**src/rtl/tiny_riscv_pkg.sv**
```systemverilog
// Shared types for the tiny RISC-V core: sequencer states, trap causes and the
// per-cycle control bundle driven by the core sequencer.
package tiny_riscv_pkg;

  localparam logic [1:0] TRAP_NONE             = 2'd0;
  localparam logic [1:0] TRAP_ILLEGAL          = 2'd1;
  localparam logic [1:0] TRAP_MISALIGNED_FETCH = 2'd2;
  localparam logic [1:0] TRAP_BUS_TIMEOUT      = 2'd3;

  typedef enum logic [1:0] {
    STATE_FETCH,
    STATE_EXECUTE,
    STATE_MEMORY,
    STATE_TRAP
  } sequencer_state_t;

  typedef enum logic [1:0] {
    CAUSE_NONE             = TRAP_NONE,
    CAUSE_ILLEGAL          = TRAP_ILLEGAL,
    CAUSE_MISALIGNED_FETCH = TRAP_MISALIGNED_FETCH,
    CAUSE_BUS_TIMEOUT      = TRAP_BUS_TIMEOUT
  } trap_cause_t;

  typedef struct packed {
    logic mem_request;
    logic mem_write;
    logic instruction_write_enable;
    logic register_write_enable;
    logic program_counter_enable;
    logic branch;
    logic halted;
  } control_t;

endpackage

```
**src/rtl/bus_watchdog.sv**
```systemverilog
// Counts consecutive stalled memory-request cycles and flags a bus timeout.
// Present only when CORE_SEQUENCER_BUS_TIMEOUT_EN is defined.
`ifdef CORE_SEQUENCER_BUS_TIMEOUT_EN
module bus_watchdog #(
  parameter int TIMEOUT_CYCLES = 15
) (
  input  logic clock,
  input  logic reset,
  input  logic request,
  input  logic ready,
  output logic timeout
);

  localparam int COUNT_WIDTH = $clog2(TIMEOUT_CYCLES + 1);
  localparam logic [COUNT_WIDTH-1:0] LAST_STALL = COUNT_WIDTH'(TIMEOUT_CYCLES - 1);

  logic [COUNT_WIDTH-1:0] stall_count;

  // Fires on the limit-th stalled cycle; a ready on that same cycle wins.
  assign timeout = request && !ready && (stall_count == LAST_STALL);

  always_ff @(posedge clock or posedge reset) begin
    if (reset) begin
      stall_count <= '0;
    end else if (!request || ready || timeout) begin
      stall_count <= '0;
    end else begin
      stall_count <= stall_count + 1'b1;
    end
  end

endmodule
`endif

```
**src/rtl/core_sequencer.sv**
```systemverilog
// Multi-cycle FETCH/EXECUTE/MEMORY/TRAP sequencer owning the shared memory port.
// Define CORE_SEQUENCER_BUS_TIMEOUT_EN to add the bus watchdog (trap cause 3).
module core_sequencer
  import tiny_riscv_pkg::*;
#(
  parameter int ADDRESS_WIDTH  = 32,
  parameter int TIMEOUT_CYCLES = 15
) (
  input  logic                     clock,
  input  logic                     reset,
  input  logic [ADDRESS_WIDTH-1:0] program_counter,
  input  logic [ADDRESS_WIDTH-1:0] data_address,
  input  logic                     is_load,
  input  logic                     is_store,
  input  logic                     writes_register,
  input  logic                     branch_taken,
  input  logic                     illegal_instruction,
  input  logic                     mem_ready,
  output logic                     mem_request,
  output logic                     mem_write,
  output logic [ADDRESS_WIDTH-1:0] mem_address,
  output logic                     instruction_write_enable,
  output logic                     register_write_enable,
  output logic                     program_counter_enable,
  output logic                     branch,
  output logic                     halted,
  output logic [1:0]               trap_cause,
  output logic [31:0]              retired_count
);

  sequencer_state_t         state, next_state;
  trap_cause_t              cause_q, cause_next;
  logic [31:0]              retired_q;
  control_t                 control, gated;
  logic [ADDRESS_WIDTH-1:0] address_raw;
  logic                     bus_active;
  logic                     timeout;

  // Derived from state alone so the watchdog never loops back through the FSM logic.
  assign bus_active = (state == STATE_FETCH && program_counter[1:0] == 2'b00)
                   || (state == STATE_MEMORY);

`ifdef CORE_SEQUENCER_BUS_TIMEOUT_EN
  bus_watchdog #(
    .TIMEOUT_CYCLES(TIMEOUT_CYCLES)
  ) u_bus_watchdog (
    .clock  (clock),
    .reset  (reset),
    .request(bus_active),
    .ready  (mem_ready),
    .timeout(timeout)
  );
`else
  logic [31:0] unused_timeout_cycles;
  assign unused_timeout_cycles = TIMEOUT_CYCLES;
  assign timeout = 1'b0;
`endif

  // NOTE: every output of this block gets a default first, so no path leaves a latch.
  always_comb begin
    control     = '0;
    address_raw = '0;
    next_state  = state;
    cause_next  = cause_q;
    unique case (state)
      STATE_FETCH: begin
        if (program_counter[1:0] != 2'b00) begin
          next_state = STATE_TRAP;
          cause_next = CAUSE_MISALIGNED_FETCH;
        end else begin
          control.mem_request = bus_active;
          address_raw         = program_counter;
          if (timeout) begin
            next_state = STATE_TRAP;
            cause_next = CAUSE_BUS_TIMEOUT;
          end else if (mem_ready) begin
            control.instruction_write_enable = 1'b1;
            next_state                       = STATE_EXECUTE;
          end
        end
      end
      STATE_EXECUTE: begin
        if (illegal_instruction) begin
          next_state = STATE_TRAP;
          cause_next = CAUSE_ILLEGAL;
        end else if (is_load || is_store) begin
          next_state = STATE_MEMORY;
        end else begin
          control.program_counter_enable = 1'b1;
          control.branch                 = branch_taken;
          control.register_write_enable  = writes_register;
          next_state                     = STATE_FETCH;
        end
      end
      STATE_MEMORY: begin
        control.mem_request = bus_active;
        control.mem_write   = is_store;
        address_raw         = data_address;
        if (timeout) begin
          next_state = STATE_TRAP;
          cause_next = CAUSE_BUS_TIMEOUT;
        end else if (mem_ready) begin
          control.program_counter_enable = 1'b1;
          control.register_write_enable  = is_load;
          next_state                     = STATE_FETCH;
        end
      end
      STATE_TRAP: begin
        control.halted = 1'b1;
      end
    endcase
  end

  // NOTE: sequential state uses non-blocking assignments so all registers update together.
  always_ff @(posedge clock or posedge reset) begin
    if (reset) begin
      state     <= STATE_FETCH;
      cause_q   <= CAUSE_NONE;
      retired_q <= '0;
    end else begin
      state   <= next_state;
      cause_q <= cause_next;
      if (control.program_counter_enable) begin
        retired_q <= retired_q + 32'd1;
      end
    end
  end

  // NOTE: reset masks the combinational outputs too, so a request in flight drops at once.
  assign gated       = reset ? '0 : control;
  assign mem_address = reset ? '0 : address_raw;

  assign mem_request              = gated.mem_request;
  assign mem_write                = gated.mem_write;
  assign instruction_write_enable = gated.instruction_write_enable;
  assign register_write_enable    = gated.register_write_enable;
  assign program_counter_enable   = gated.program_counter_enable;
  assign branch                   = gated.branch;
  assign halted                   = gated.halted;
  assign trap_cause               = cause_q;
  assign retired_count            = retired_q;

endmodule

```
**config.mk**
```make
export PLATFORM = sky130hd
export DESIGN_NAME = core_sequencer
export DESIGN_NICKNAME = d
export VERILOG_FILES = /design/src/rtl/tiny_riscv_pkg.sv /design/src/rtl/bus_watchdog.sv /design/src/rtl/core_sequencer.sv
export SDC_FILE = /design/constraint.sdc
export NUM_CORES = 1
export LEC_CHECK = 0
export CAP_MARGIN = 20
export CORE_UTILIZATION = 37
export CTS_CLUSTER_DIAMETER = 50
export DETAILED_ROUTE_END_ITERATION = 10
export PLACE_DENSITY = 0.9
export SLEW_MARGIN = 40
export SYNTH_ARGS = -nofsm -noshare
export SYNTH_HDL_FRONTEND = slang
export SYNTH_SLANG_ARGS = --single-unit
```
**constraint.sdc**
```tcl
create_clock -name clock -period 2.92 [get_ports clock]
set_input_delay 0.584 -clock clock [delete_from_list [all_inputs] [get_ports clock]]
set_output_delay 0.584 -clock clock [all_outputs]
set_load 0.03 [all_outputs]
```
; ---- Word level (Yosys, flattened, before mapping)
; Index checks and enable logic that the tools add are counted.
[totals]
ff_bits = 36
out_inout_bits = 73
elab_cells = 46
[op_classes]
add_sub_neg = 1
eq_ne = 7
n_mux = 25
reduce_logical = 10
[ops]
columns = operator, count
row1 = two-way mux 32 bit, 2
row2 = one-hot mux 32 bit (2 select lines), 1
row3 = adder 32 x 1 -> 32 bit (second input constant), 1
row4 = two-way mux 2 bit, 8
row5 = one-hot mux 2 bit (2 select lines), 2
row6 = two-way mux 1 bit, 7
row7 = two-way mux 7 bit, 1
row8 = two-way mux 3 bit, 2
row9 = one-hot mux 2 bit (3 select lines), 1
row10 = AND reduction 3 bit, 2
row11 = equality test 2 bit (second input constant), 2
row12 = logical NOT 2 bit, 2
row13 = != test 2 bit (second input constant), 2
row14 = nonzero test 2 bit, 2
row15 = != test 3 x 2 -> 1 bit (second input constant), 1
row16 = nonzero test 3 bit, 1
row17 = equality test 2 x 1 -> 1 bit (second input constant), 1
row18 = logical OR 1 bit, 2
row19 = != test 2 x 1 -> 1 bit (second input constant), 1
row20 = one-hot mux 1 bit (2 select lines), 1
row21 = logical AND 1 bit, 1

; ---- Longest topological paths before layout
; Gate-level depths: netlist of run 1.
[logic_depth]
word_depth = 6
depth_mapped = 8
ltp_nobuf = 6

; ---- Least setup slack after synthesis of run 1
; OpenSTA, ideal clock, no wires.
[synth_timing]
path_kind = in2out
from = input reset
to = output mem_address[10]
arrival_time_ps = 2364
required_ps = 2336
setup_slack_ps = -28
path_stages = 4
path_buffers = 1
cell_sequence = inv_1 > o21ai_0 > clkbuf_1 > nor2_1
[synth_via]
elab_chain_len = 1
[synth_rtl]
columns = element, line_no
row1 = "start, declared", core_sequencer.sv:10  ; input logic reset,
row2 = two-way mux 32 bit, core_sequencer.sv:131  ; assign mem_address = reset ? '0 : address_raw;
row3 = "end, declared", core_sequencer.sv:21  ; output logic [ADDRESS_WIDTH-1:0] mem_address,
; No other way between the ends.

; ---- Final worst setup path of run 1
[layout_timing]
from = register state[0]
to = output program_counter_enable
[layout_via]
elab_chain_len = 3
elab_cells_between_ends = 4
cone_classes = 2 x eq/ne / 2 x mux
[layout_rtl]
columns = element, line_no
row1 = "start, declared", core_sequencer.sv:31  ; sequencer_state_t state, next_state;
row2 = "start signal, assigned", core_sequencer.sv:121  ; state <= next_state;
row3 = equality test 2 bit or equality test 2 x 1 -> 1 bit (tied branches), core_sequencer.sv:65  ; unique case (state)
row4 = one-hot mux 2 bit (2 select lines) (*), core_sequencer.sv:65
row5 = two-way mux 7 bit (*), core_sequencer.sv:130  ; assign gated = reset ? '0 : control;
row6 = "end, declared", core_sequencer.sv:24  ; output logic program_counter_enable,
; Mark *: on every way between the ends. The rest lies on a longest branch, timed or not.

==> summary.md, run 1 <==
| Metric | Value |
|---|---|
| Placed cell area | roughly 3800 um2 |
| Final TNS setup | 0 ps |
| Drt pass-1 iters | 4 |
| Top cells by area, synth | dfrtp_1, xnor2_1, a22oi_1, nor2_1, nand4_1 |
| Register Area | between 900 and 1000 um2 |
| Vias after detailed routing | 2474 |
| Fill cell total of the finished layout | 485 |
| Final number of max-transition violations | 0 |
| Max capacitance violation total | 0 |
| Result of the run | completed |
| Total count of hold-check failures in the final report | 0 |
| Post-Synthesis Cells | about 250 |
| Area of the multi-input gates | 1320 um2 |
| Clock period minus worst slack | 2810 ps |
| Worst slew slack as a fraction of its limit | 0.521 |
| Cell variety after synth | 30 |
| Dominant synthesized flop cell | dfrtp_1 |
| Worst Max-Slew Pin Slew | 716 ps |
| Crit Reg-Reg Endpoint | retired_count[5] |
| Worst setup SP type | register |
| Die outline width | between 80 and 90 um |
| Required time of the worst setup path | 2340 ps |
| Final Net Count | about 470 |
| Clock Power Share | 0.227 |
| Chip Height | 80.6 um |
| Routed WL per cell | 15.8 um |
| Number of routed nets with antenna violations | 0 |
| Post-Synthesis Cell Area | 2290 um2 |
| Synthesized Nets | 323 |
| Crit path capture | program_counter_enable |
| Hpwl dp | 5.61 mm |
| Switching Share | 0.375 |
| Crit Path Max Fanout | 34 |
| Number of setup violations in the final report | 0 |
| Number of flip-flops and latches in the synthesized netlist | 36 |
| Total Wirelength | 7.35 mm |
| Clock-pin slew reported for the worst setup and hold paths after clock tree synthesis | approximately 80 ps |
| Area of the core region | about 6000 um2 |
| Final worst path period share | 0.963 |
| Cell Pwr Density | between 400 and 500 nW/um2 |
| Clock Latency Late Sink | roughly 290 ps |
| Share of post-route cells with drive strength above 1 | 0.169 |
| Worst slack on hold paths | 479 ps |
| Overall global routing resource usage | 0.225 |
| TritonCTS clock tree | built |
| Number of enable flip-flop cells after synthesis | 0 |
| Die Outline Area | 6500 um2 |
| Starting utilization of the core area | 0.384 |
| TritonCTS Sinks | 36 |
| GR Overflow Total | 0 |
| Initial detailed-routing violation count | between 90 and 100 |
| Number of H-tree branching levels | 2 |
| Number of global-route vias before repair | 2328 |
| Startpoint of the worst-slack reg-to-reg timing path | state[0] |
| Maximum clock path buffer count | 2 |
| Sequential element share of the synthesized area | 0.394 |
| Beginning of the critical path | state[0] |
| Fraction of registers with async set/reset | 1.00 |
| Library cell with the largest summed area after synthesis | dfrtp_1 |
| Number of buffers inserted for hold repair after clock tree synthesis | 0 |
| WS Path Type | reg2out |
| Class of the worst hold path | reg2reg |
| Root cell of the clock tree | clkbuf_8 |
| Peak supply drop | 0.284 mV |
| Endpoint kind of the worst setup timing path | output port |
| Top cells by count, synth | nor2_1, dfrtp_1, a22oi_1 |
| Quantity of I/O buffers inserted on ports | 144 |
| Share of Yosys cell area claimed by the top area cell type | 0.394 |
| Mapped Avg Cell Area | 9.30 um2 |
| Wire length of the first global-routing pass | 11.2 mm |
| Fmax | 0.356 GHz |
| Num CTS Buffers | 5 |
| Int Pwr | 1.20 mW |
| Layout overhead on the synthesized area | 69.2% |
| Antenna cells | 0 |
| Reported net switching power | 0.723 mW |
| Leakage Power | 1.59 nW |
| Routability cong. | 0.789 |
| Via density per instance | 5.31 |
| Setup repair after global routing missed its margin | no |
| Number of antenna violations at the first check in global routing | 0 |
| Pin count of the biggest net entering global routing | 37 |
| Number of core rows | 28 |
| Number of cell instances on the worst register-to-register path | 7 |
| Synth warn | 0 |
| Logic gate share of total power | 0.456 |
| Portion of total power attributed to sequential cells | 0.317 |
| Arrival time reported for the critical path endpoint | 2230 ps |
| Finished Cell Area | 3870 um2 |
| Flop2flop setup slack | between 600 and 700 ps |
| Most frequent cell after synthesis | nor2_1 |
| DRC violations left | 0 |
| HP Start | retired_count[31] |
| Num ports | 145 |
| Setup Skew | about 5.0 ps |
worst max-delay path, stage by stage (launching register included):
cell	delay, ps
dfrtp_1	430
inv_1	110
ha_1	230
buf_4	360
nand2_1	220
a21bo_4	260
nor2_1	170
buf_12	150
layout by cell type, fill, tap and decap left out, types with 3 or more instances in the layout:
cell type	synthesis	routed
clkbuf_8	0	5
and4_1	5	5
clkdlybuf4s50_1	0	106
inv_1	7	6
nor4_4	3	3
and3_1	8	8
xor2_1	4	4
ha_1	5	5
dfrtp_1	36	36
nand4_1	16	16
xnor2_1	27	27
and2_1	6	6
nand3_1	12	12
a22oi_1	30	30
nor2_1	39	39
buf_4	3	42
mux2_2	3	3
nor3_1	4	4
nand2_1	10	10
stage by stage:
stage | power, mW | instances | setup WS [ps] | utilization
floorplan | 1.14 | 246 | 438 | -
global placement | 1.47 | 457 | 160 | 0.629
detailed placement | 1.50 | 457 | 135 | 0.630
CTS | 1.94 | 465 | 75.8 | 0.649
global route | 2.02 | 466 | 18.0 | 0.650
finish | 1.93 | 466 | 107 | 0.650
area by class of cell:
type	instances	area share
clock buffers	5	0.0178
clock inverters	3	0.0110
inverters	7	0.00775
multi-input cells	190	0.341
flip-flops and latches	36	0.233
well taps	75	0.0242
repair buffers	150	0.366
power groups by stage:
stage,sequential [mW],combinational [mW],clock [mW]
6_report,0.610,0.879,0.438
5_1_grt,0.621,0.947,0.456
4_1_cts,0.611,0.882,0.443
3_5_place_dp,0.620,0.877,0
3_3_place_gp,0.619,0.852,0
2_1_floorplan,0.677,0.463,0
worst min path at each step:
stage / slack (ps) / to / cells after the start
6_report: 480 / retired_count[31] / 1
4_1_cts: 480 / retired_count[31] / 1
3_3_place_gp: 460 / retired_count[31] / 1
5_1_grt: 500 / retired_count[31] / 1
2_1_floorplan: 530 / state[1] / 1
3_5_place_dp: 470 / retired_count[31] / 1
cells by family after synthesis:
family,Yosys count,share of synthesized area
multiplexers,4,0.0191
XOR/XNOR,31,0.119
AND/OR/NAND/NOR,108,0.262
buffers and inverters,20,0.0377
flip-flops,36,0.394
adder cells (fa/ha/maj),5,0.0273
AO/OA/AOI/OAI,42,0.142
metal layers:
layer,part of all wire,GRT usage,vias to the layer above
met5,0,0,-
met4,0.023,0.0857,0
met3,0.071,0.0443,15
met2,0.52,0.403,127
met1,0.38,0.260,1159
li1,-,-,1173
sequential cells by signal (all words and copies together) (netlist names):
signal         count
retired_count     32
trap_cause         2
state              2
repair_timing:
item	CTS	global route
endpoints found under the hold margin	0	0
setup endpoints to repair	0	1
setup buffers	0	0
resized for setup	0	1
(Power assumes the default switching activity.)
==> run 2: changes to the inputs <==
Settings changed: CORE_UTILIZATION 37 to 40, PLACE_DENSITY 0.9 to 0.95.
Clock period 2.92 ns to 3.59 ns, I/O delays scaled along.
==> run 2 against run 1 <==
  * Critical endpoint is now register_write_enable
  * The run now ends with design-rule violations left
  * Largest power group unchanged
  * Sequential power down 19%
  * Flip-flop and latch count did not move
  * Routed wire length shrank 4.5%
  * Critical path depth is 1 lower
  * Clock-buffer cell count up 2
  * Core utilization is 4.5 points higher
==> summary.md, run 2 (synthesis results as in run 1) <==
| Metric | Value |
|---|---|
| Maximum clock path buffer count | 2 (unchanged) |
| Met3 track demand over resource | 0.0541 (was 0.0443) |
| Most frequent cells in the layout | clkdlybuf4s50_1, nor2_1, buf_4 (was clkdlybuf4s50_1, buf_4, nor2_1) |
| Placed cell area | 3730 um2 (was 3750 um2) |
| Num CTS Buffers | 5 (unchanged) |
| Worst setup SP type | input port (was register) |
| Area of the core region | 5510 um2 (was 5960 um2) |
| Most frequent standard cell in the layout excluding fill and tap cells | clkdlybuf4s50_1 (unchanged) |
| Vias after detailed routing | 2441 (was 2474) |
| Switching Share | 0.382 (was 0.375) |
| TritonCTS Sinks | 36 (unchanged) |
| Worst Max-Slew Pin Slew | 722 ps (was 716 ps) |
| Number of global-route vias before repair | 2405 (was 2328) |
| Register Area | 901 um2 (unchanged) |
| Reported net switching power | 0.572 mW (was 0.723 mW) |
| Max capacitance violation total | 0 (unchanged) |
| Share of post-route cells with drive strength above 1 | 0.144 (was 0.169) |
| Clock-pin slew reported for the worst setup and hold paths after clock tree synthesis | 70 ps (was 80 ps) |
| Resize count post-CTS | 0 (unchanged) |
| Portion of total power attributed to sequential cells | 0.330 (was 0.317) |
| Setup Skew | 9.80 ps (was 4.96 ps) |
| Pin count of the biggest net entering global routing | 38 (was 37) |
| DRC violations left | 2 (was 0) |
| Post CTS Setup Buffer Count | 0 (unchanged) |
| Most Used Layer, Global Route | met2 (unchanged) |
| Hpwl dp | 5.52 mm (was 5.61 mm) |
| Int Pwr | 0.924 mW (was 1.20 mW) |
| Number of H-tree branching levels | 2 (unchanged) |
| Fmax | 0.290 GHz |
| Final number of max-transition violations | 0 (unchanged) |
| Result of the run | finished, violations left (was completed) |
| Arrival time reported for the critical path endpoint | 2740 ps (was 2230 ps) |
| Number of setup violations in the final report | 0 (unchanged) |
| Initial detailed-routing violation count | 145 (was 99) |
| Fill cell total of the finished layout | 399 (was 485) |
| Number of antenna violations at the first check in global routing | 0 (unchanged) |
| Num ports | 145 (unchanged) |
| Root cell of the clock tree | clkbuf_8 (unchanged) |
| Final TNS setup | 0 ps (unchanged) |
| Wire length of the first global-routing pass | 11.4 mm (was 11.2 mm) |
| Routability cong. | 0.851 (was 0.789) |
| Finished Cell Area | 3830 um2 (was 3870 um2) |
| TritonCTS clock tree | built (unchanged) |
| Quantity of I/O buffers inserted on ports | 144 (unchanged) |
| Final Net Count | 466 (was 467) |
| Endpoint kind of the worst setup timing path | output port (unchanged) |
| Leakage Power | 1.56 nW (was 1.59 nW) |
| Number of buffers inserted for hold repair after clock tree synthesis | 0 (unchanged) |
| Number of routed nets with antenna violations | 0 (unchanged) |
| Number of core rows | 27 (was 28) |
| Routed WL per cell | 15.2 um (was 15.8 um) |
| Peak supply drop | 0.178 mV (was 0.284 mV) |
| Layout overhead on the synthesized area | 67.2% (was 69.2%) |
| Required time of the worst setup path | 2870 ps (was 2340 ps) |
| Area of the multi-input gates | 1320 um2 (about the same) |
| WS Path Type | in2out (was reg2out) |
| Die Outline Area | 6030 um2 (was 6500 um2) |
| Starting utilization of the core area | 0.416 (was 0.384) |
| Total Wirelength | 7.02 mm (was 7.35 mm) |
| Antenna cells | 0 (unchanged) |
| Clock period minus worst slack | approximately 3500 ps |
| Die outline width | 77.6 um (was 80.6 um) |
| Via density per instance | 5.28 (was 5.31) |
| Clock Power Share | 0.198 (was 0.227) |
| Logic gate share of total power | 0.472 (was 0.456) |
| Setup repair after global routing missed its margin | no (unchanged) |
| HP Start | retired_count[31] (unchanged) |
| Clock Latency Late Sink | 290 ps (about the same) |
| Flip-flop count of the largest register, all copies and words added | 32 (unchanged) |
| GR met1 Demand/Resource | 0.257 (was 0.260) |
| Class of the worst hold path | reg2reg (unchanged) |
| Met2 global-route usage | 0.452 (was 0.403) |
| GR Overflow Total | 0 (unchanged) |
| Beginning of the critical path | illegal_instruction (was state[0]) |
| Cell Pwr Density | 391 nW/um2 (was 498 nW/um2) |
| Crit Path Max Fanout | 3 (was 34) |
| Flop2flop setup slack | 1120 ps (was 670 ps) |
| Worst slew slack as a fraction of its limit | 0.517 (was 0.521) |
| Drt pass-1 iters | 7 (was 4) |
| Startpoint of the worst-slack reg-to-reg timing path | state[1] (was state[0]) |
| Failing checks | design-rule violations |
| Overall global routing resource usage | 0.242 (was 0.225) |
| Total count of hold-check failures in the final report | 0 (unchanged) |
| Final worst path period share | 0.962 |
| Chip Height | 77.6 um (was 80.6 um) |
## run 2: power by group through the flow
stage | Sequential, mW | Combinational, mW | Clock [mW]
floorplan | 0.551 | 0.377 | 0
global placement | 0.497 | 0.683 | 0
detailed placement | 0.501 | 0.706 | 0
CTS | 0.493 | 0.710 | 0.308
global route | 0.499 | 0.763 | 0.323
finish | 0.494 | 0.706 | 0.297
## run 2: worst paths after layout
path / cells after the start / end
worst max-delay path: 6 / register_write_enable
worst min-delay path: 1 / retired_count[31]
worst max register to register: 7 / retired_count[4]
worst min register to register: 1 / retired_count[31]
max in group asynchronous: 3 / retired_count[6]
min in group asynchronous: 3 / trap_cause[1]
## run 2: critical path, stage by stage
cell and delay (ps):
clkdlybuf4s50_1 470, or4b_4 560, nor2_1 140, a32oi_1 70, nor2b_1 120, clkdlybuf4s50_1 670
## run 2: per-stage QoR
stage               setup slack (ps)  power, mW  utilization  hold WS (ps)  instances
global placement                 151       1.18        0.675           462        453
floorplan                        374      0.928            -           533        246
finish                           137       1.50        0.695           478        462
global route                    91.2       1.59        0.695           500        462
detailed placement               143       1.21        0.677           470        453
CTS                              143       1.51        0.694           484        461
## run 2: routing by layer
metal / routed length, um / vias to the layer above
met3: 419 / 17
li1: - / 1174
met1: 2600 / 1139
met4: 209 / 0
met2: 3800 / 111
met5: 0 / -
## run 2: layout make-up
| type | instances | area share |
|---|---|---|
| clock inverters | 1 | 0.00196 |
| multi-input cells | 190 | 0.344 |
| well taps | 72 | 0.0235 |
| clock buffers | 7 | 0.0226 |
| flip-flops and latches | 36 | 0.235 |
| inverters | 7 | 0.00686 |
| repair buffers | 149 | 0.365 |
